<file path="src/rtl/exmem_stage_reg.sv">
// EX/MEM pipeline stage register with valid/ready handshake, flush and a saturating stall counter.
// Latency: 1 cycle from accept to out_valid. Builds with one slot by default; EXMEM_SKID_EN adds a skid slot.
// Backpressure: one slot gives in_ready = !out_valid || out_ready; skid mode gives registered in_ready = !skid_valid.
module exmem_stage_reg #(
    parameter int WB_W   = 2,
    parameter int M_W    = 3,
    parameter int DATA_W = 32,
    parameter int RD_W   = 5,
    parameter int CNT_W  = 16
) (
    input  logic              clk,
    input  logic              rst,
    input  logic              in_valid,
    output logic              in_ready,
    input  logic [WB_W-1:0]   wb_in,
    input  logic [M_W-1:0]    m_in,
    input  logic [DATA_W-1:0] data_in,
    input  logic [DATA_W-1:0] alu_in,
    input  logic [RD_W-1:0]   rdrt_in,
    input  logic              zero_in,
    input  logic              flush,
    output logic              out_valid,
    input  logic              out_ready,
    output logic [WB_W-1:0]   wb_out,
    output logic [M_W-1:0]    m_out,
    output logic [DATA_W-1:0] data_out,
    output logic [DATA_W-1:0] alu_out,
    output logic [RD_W-1:0]   rdrt_out,
    output logic              zero_out,
    output logic [CNT_W-1:0]  stall_cnt
);

    typedef struct packed {
        logic [WB_W-1:0]   wb;
        logic [M_W-1:0]    m;
        logic [DATA_W-1:0] data;
        logic [DATA_W-1:0] alu;
        logic [RD_W-1:0]   rdrt;
        logic              zero;
    } ent_t;

    localparam logic [CNT_W-1:0] CNT_ONE = {{(CNT_W-1){1'b0}}, 1'b1};

    ent_t             in_dat;
    ent_t             main_q, main_d;
    logic             main_vld_q, main_vld_d;
    logic             push, pop;
    logic [CNT_W-1:0] stall_cnt_q, stall_cnt_d;

    assign in_dat = {wb_in, m_in, data_in, alu_in, rdrt_in, zero_in};
    assign pop    = main_vld_q && out_ready;
    assign push   = in_valid && in_ready && !flush;

`ifdef EXMEM_SKID_EN
    ent_t skid_q, skid_d;
    logic skid_vld_q, skid_vld_d;
    logic in_ready_q, in_ready_d;

    assign in_ready = in_ready_q;

    // Two-entry ordering: skid always holds the younger entry and refills main when main leaves.
    always_comb begin
        main_d     = main_q;
        main_vld_d = main_vld_q;
        skid_d     = skid_q;
        skid_vld_d = skid_vld_q;
        if (flush) begin
            main_vld_d = 1'b0;
            skid_vld_d = 1'b0;
        end else if (pop) begin
            if (skid_vld_q) begin
                // push cannot coincide here: in_ready is low while skid is occupied
                main_d     = skid_q;
                skid_vld_d = 1'b0;
            end else begin
                main_vld_d = push;
                if (push) begin
                    main_d = in_dat;
                end
            end
        end else if (!main_vld_q) begin
            main_vld_d = push;
            if (push) begin
                main_d = in_dat;
            end
        end else if (push) begin
            skid_d     = in_dat;
            skid_vld_d = 1'b1;
        end
        in_ready_d = !skid_vld_d;
    end

    // Skid slot and registered ready; reset leaves the stage ready to accept.
    always_ff @(posedge clk or posedge rst) begin
        if (rst) begin
            skid_q     <= '0;
            skid_vld_q <= 1'b0;
            in_ready_q <= 1'b1;
        end else begin
            skid_q     <= skid_d;
            skid_vld_q <= skid_vld_d;
            in_ready_q <= in_ready_d;
        end
    end
`else
    assign in_ready = !main_vld_q || out_ready;

    // Single slot: a new entry replaces the leaving one, flush drops everything but keeps payload bits.
    always_comb begin
        main_d     = main_q;
        main_vld_d = main_vld_q;
        if (flush) begin
            main_vld_d = 1'b0;
        end else if (push) begin
            main_d     = in_dat;
            main_vld_d = 1'b1;
        end else if (pop) begin
            main_vld_d = 1'b0;
        end
    end
`endif

    // Count cycles where a held entry is refused downstream; stick at all-ones.
    always_comb begin
        stall_cnt_d = stall_cnt_q;
        if (main_vld_q && !out_ready && (stall_cnt_q != {CNT_W{1'b1}})) begin
            stall_cnt_d = stall_cnt_q + CNT_ONE;
        end
    end

    // Main slot and stall counter state.
    always_ff @(posedge clk or posedge rst) begin
        if (rst) begin
            main_q      <= '0;
            main_vld_q  <= 1'b0;
            stall_cnt_q <= '0;
        end else begin
            main_q      <= main_d;
            main_vld_q  <= main_vld_d;
            stall_cnt_q <= stall_cnt_d;
        end
    end

    // Control fields are forced to a bubble when nothing is held; data fields just hold.
    assign out_valid = main_vld_q;
    assign wb_out    = main_vld_q ? main_q.wb : '0;
    assign m_out     = main_vld_q ? main_q.m  : '0;
    assign data_out  = main_q.data;
    assign alu_out   = main_q.alu;
    assign rdrt_out  = main_q.rdrt;
    assign zero_out  = main_q.zero;
    assign stall_cnt = stall_cnt_q;

endmodule

</file>
<file path="config.mk">
export PLATFORM = sky130hd
export DESIGN_NAME = exmem_stage_reg
export DESIGN_NICKNAME = d
export VERILOG_FILES = /design/src/rtl/exmem_stage_reg.sv
export SDC_FILE = /design/constraint.sdc
export NUM_CORES = 1
export LEC_CHECK = 0
export CAP_MARGIN = 15
export CELL_PAD_IN_SITES_DETAIL_PLACEMENT = 0
export CELL_PAD_IN_SITES_GLOBAL_PLACEMENT = 1
export CORE_MARGIN = 2
export CORE_UTILIZATION = 30
export DETAILED_ROUTE_END_ITERATION = 10
export DONT_BUFFER_PORTS = 1
export HOLD_SLACK_MARGIN = 0.05
export PLACE_DENSITY = 0.59
export SYNTH_ARGS = -nofsm -noshare
export SYNTH_HDL_FRONTEND = slang
export SYNTH_SLANG_ARGS = --single-unit
</file>
<file path="constraint.sdc">
create_clock -name clk -period 8.16 [get_ports clk]
set_input_delay 2.448 -clock clk [delete_from_list [all_inputs] [get_ports clk]]
set_output_delay 2.448 -clock clk [all_outputs]
set_load 0.01 [all_outputs]
</file>
==> out/results.ini <==
[run_status]
status=complete, no violations

[grt]
grtUsageMet2_pct=16.9
met1_usage_pct=10.8
track_usage_pct=10.4
grt_pass1_vias=2136
antenna_found_initial=1
top_usage_layer=met2
gr-total-overflow=0
grt_pass1_wl_um=11500
grtUsageMet3_pct=6.55
grt_max_degree=49

[drt]
antenna_left=0
wl_per_cell_um=17.3
drt-initial-drc-count=34
finalWirelength_um=7480
vias_per_cell=4.60
drc=0
dr.pass1.iters=4
vias=1992

[sta]
min_period_over_period_pct=65.4
finalSetupViolations=0
rsz0062_at_grt=no
fin_skew_ps=5.25
hold_ws_ps=501
tns_ps=0
fmax_ghz=0.187
slew_headroom_pct=60.6
final-hold-violation-count=0
worst_pin_slew_ps=591
drv_slew=0
layout_min_cycle_time_ps=5330

[critical_path]
crit_slowest_cell=and2b_1
crit_type=in -> out
crit_family=simple AND/OR/NAND/NOR gates
required_ps=5710
arrival_ps=2890
slowest_delay_ps=310
path_buf_inv=1
crit_fanout=6
start_kind=input port
end_kind=output pin
path_cells=and2b_1 > inv_1

[clock_network]
cts_hold_buf=0
cts_setup_buffers=0
cts-resized-gates=0
clk-insertion-delay-late_ps=340
clock-root-buffer=clkbuf_16
cts_max_path_buffers=2
htree_levels=3
cts_tree=done
clkSinkCount=92
numCtsBuffers=9
clkTransAtPathRegs_ps=60

[synthesis]
yosys.area_share.adder_pct=0.297
synth-main-ff-cell=dfrtp_1
ys_ff_latch=92
synthMuxAreaShare_pct=20.8
synth_top_area_cell=dfrtp_1
yosysSeqAreaShare_pct=54.7
async_flop_share_pct=100
ys_types=35
syn-cell-area_um2=4210
synth_top_family_by_area=multiplexers
synth_compound_area_share_pct=1.52
synthTopCellsByCount=dfrtp_1 (92), mux2_2 (76), buf_4 (75), nor2_1 (8), xor2_1 (6)
synth_nets=392
yosys-top-cells-area=dfrtp_1 (55%), mux2_2 (20%), buf_4 (13%), xor2_1 (1.2%), and2_1 (0.74%)
synth_most_common_cell=dfrtp_1
synth_xor_area_share_pct=1.87
synth_top_area_share_pct=54.7
yosys.area_share.simple_pct=6.90
synth-edff-count=0
ys.warnings.count=0
synthCells=311
avgSynthCellArea_um2=13.5

[floorplan]
dieArea_um2=15000
core-area_um2=13800
io_pins=173
start_util_pct=30.6
die_w_um=122
rows=43
die_h_um=122

[pwr]
total_power_mw=1.13
ir_drop_uv=120
p_leak_nw=1.74
p_per_area_nw_per_um2=271

[final_layout]
fin_area_um2=4170
drive_gt1_share_pct=40.7
synthToLayoutAreaGrowth_pct=-0.951
nFillCells=1430
antenna_cells=0
final_nets=329
instances_no_fill=433

[placement]
postPlaceCellArea_um2=3890
hpwlAfterDp_um=5400
dp_cells=417
port-buffer-count=0
globalplace.congestion=0.687

[run]
drv_cap=0

[min_path]
hold_path.class=reg -> reg

power breakdown:
group | switching (mW) | internal, mW
combinational | 0.0456 | 0.0655
sequential | 0.103 | 0.533
clock | 0.178 | 0.207
metal layers:
| metal | up-vias | routed length (µm) | share of wire, % |
|---|---|---|---|
| met3 | 10 | 1030 | 14 |
| met1 | 986 | 2810 | 38 |
| met5 | - | 0 | 0 |
| met2 | 119 | 3530 | 47 |
| li1 | 877 | - | - |
| met4 | 0 | 104 | 1.4 |
cells in the final DEF, fill, tap and decap left out, types with 2 or more instances in the layout:
cell        netlist  final
clkinvlp_4        0      2
nand2_1           5      5
mux2_2           76     76
a21oi_1           3      3
clkinv_4          0      2
nand4_2           2      2
inv_1             3      2
nor3_1            2      2
o21a_1            2      2
a31oi_1           2      2
and2_1            5      5
clkbuf_16         0      9
nor2_1            8      8
dfrtp_1          92     92
clkinv_2          0      2
buf_4            75      3
xnor2_1           3      3
nor4_2            2      2
nand4_1           4      4
xor2_1            6      6
nand4b_1          2      2
path summary, 6_finish.rpt:
path                       slack, ps                   start  depth (start not counted)                       end
hold reg to reg                  500  main_q[74]$_DFFE_PP0P_                          1    main_q[74]$_DFFE_PP0P_
max in group asynchronous       5120                     rst                          2   alu_out[10]$_DFFE_PP0P_
setup / recovery                2830               out_ready                          2                  in_ready
min in group asynchronous       2030                     rst                          1   rdrt_out[2]$_DFFE_PP0P_
hold / removal                   500  main_q[74]$_DFFE_PP0P_                          1    main_q[74]$_DFFE_PP0P_
setup reg to reg                6020   out_valid$_DFFE_PP0P_                          4  data_out[13]$_DFFE_PP0P_
sequential cells by signal (all words and copies together) (netlist names):
signal and flops:
data_out 32, out_valid 1, stall_cnt 16, rdrt_out 5
alu_out 32, main_q 5, zero_out 1
cell type report:
cell class	count	area (µm²)	area share, %
clock buffer	9	225	5.40
clock inverter	7	51.3	1.23
inverter	3	13.8	0.330
multi-input combinational	139	1330	31.9
sequential	92	2300	55.2
tap	180	225	5.40
timing repair buffer	3	22.5	0.540
stage by stage:
step | worst slack, ps | utilization [%]
2_1_floorplan | 2910 | -
6_report | 2830 | 30.3
4_1_cts | 2820 | 30.3
3_3_place_gp | 2840 | 28.3
3_5_place_dp | 2830 | 28.3
5_1_grt | 2810 | 30.3
cell families (layout without fill, tap and decap cells):
logic type	after synthesis	after routing
compound gates	10	10
fa+ha+maj	1	1
buf+inv	80	22
simple gates	41	41
flops	92	92
mux	78	78
xor+xnor	9	9
Power figures use the tool's default switching activity.
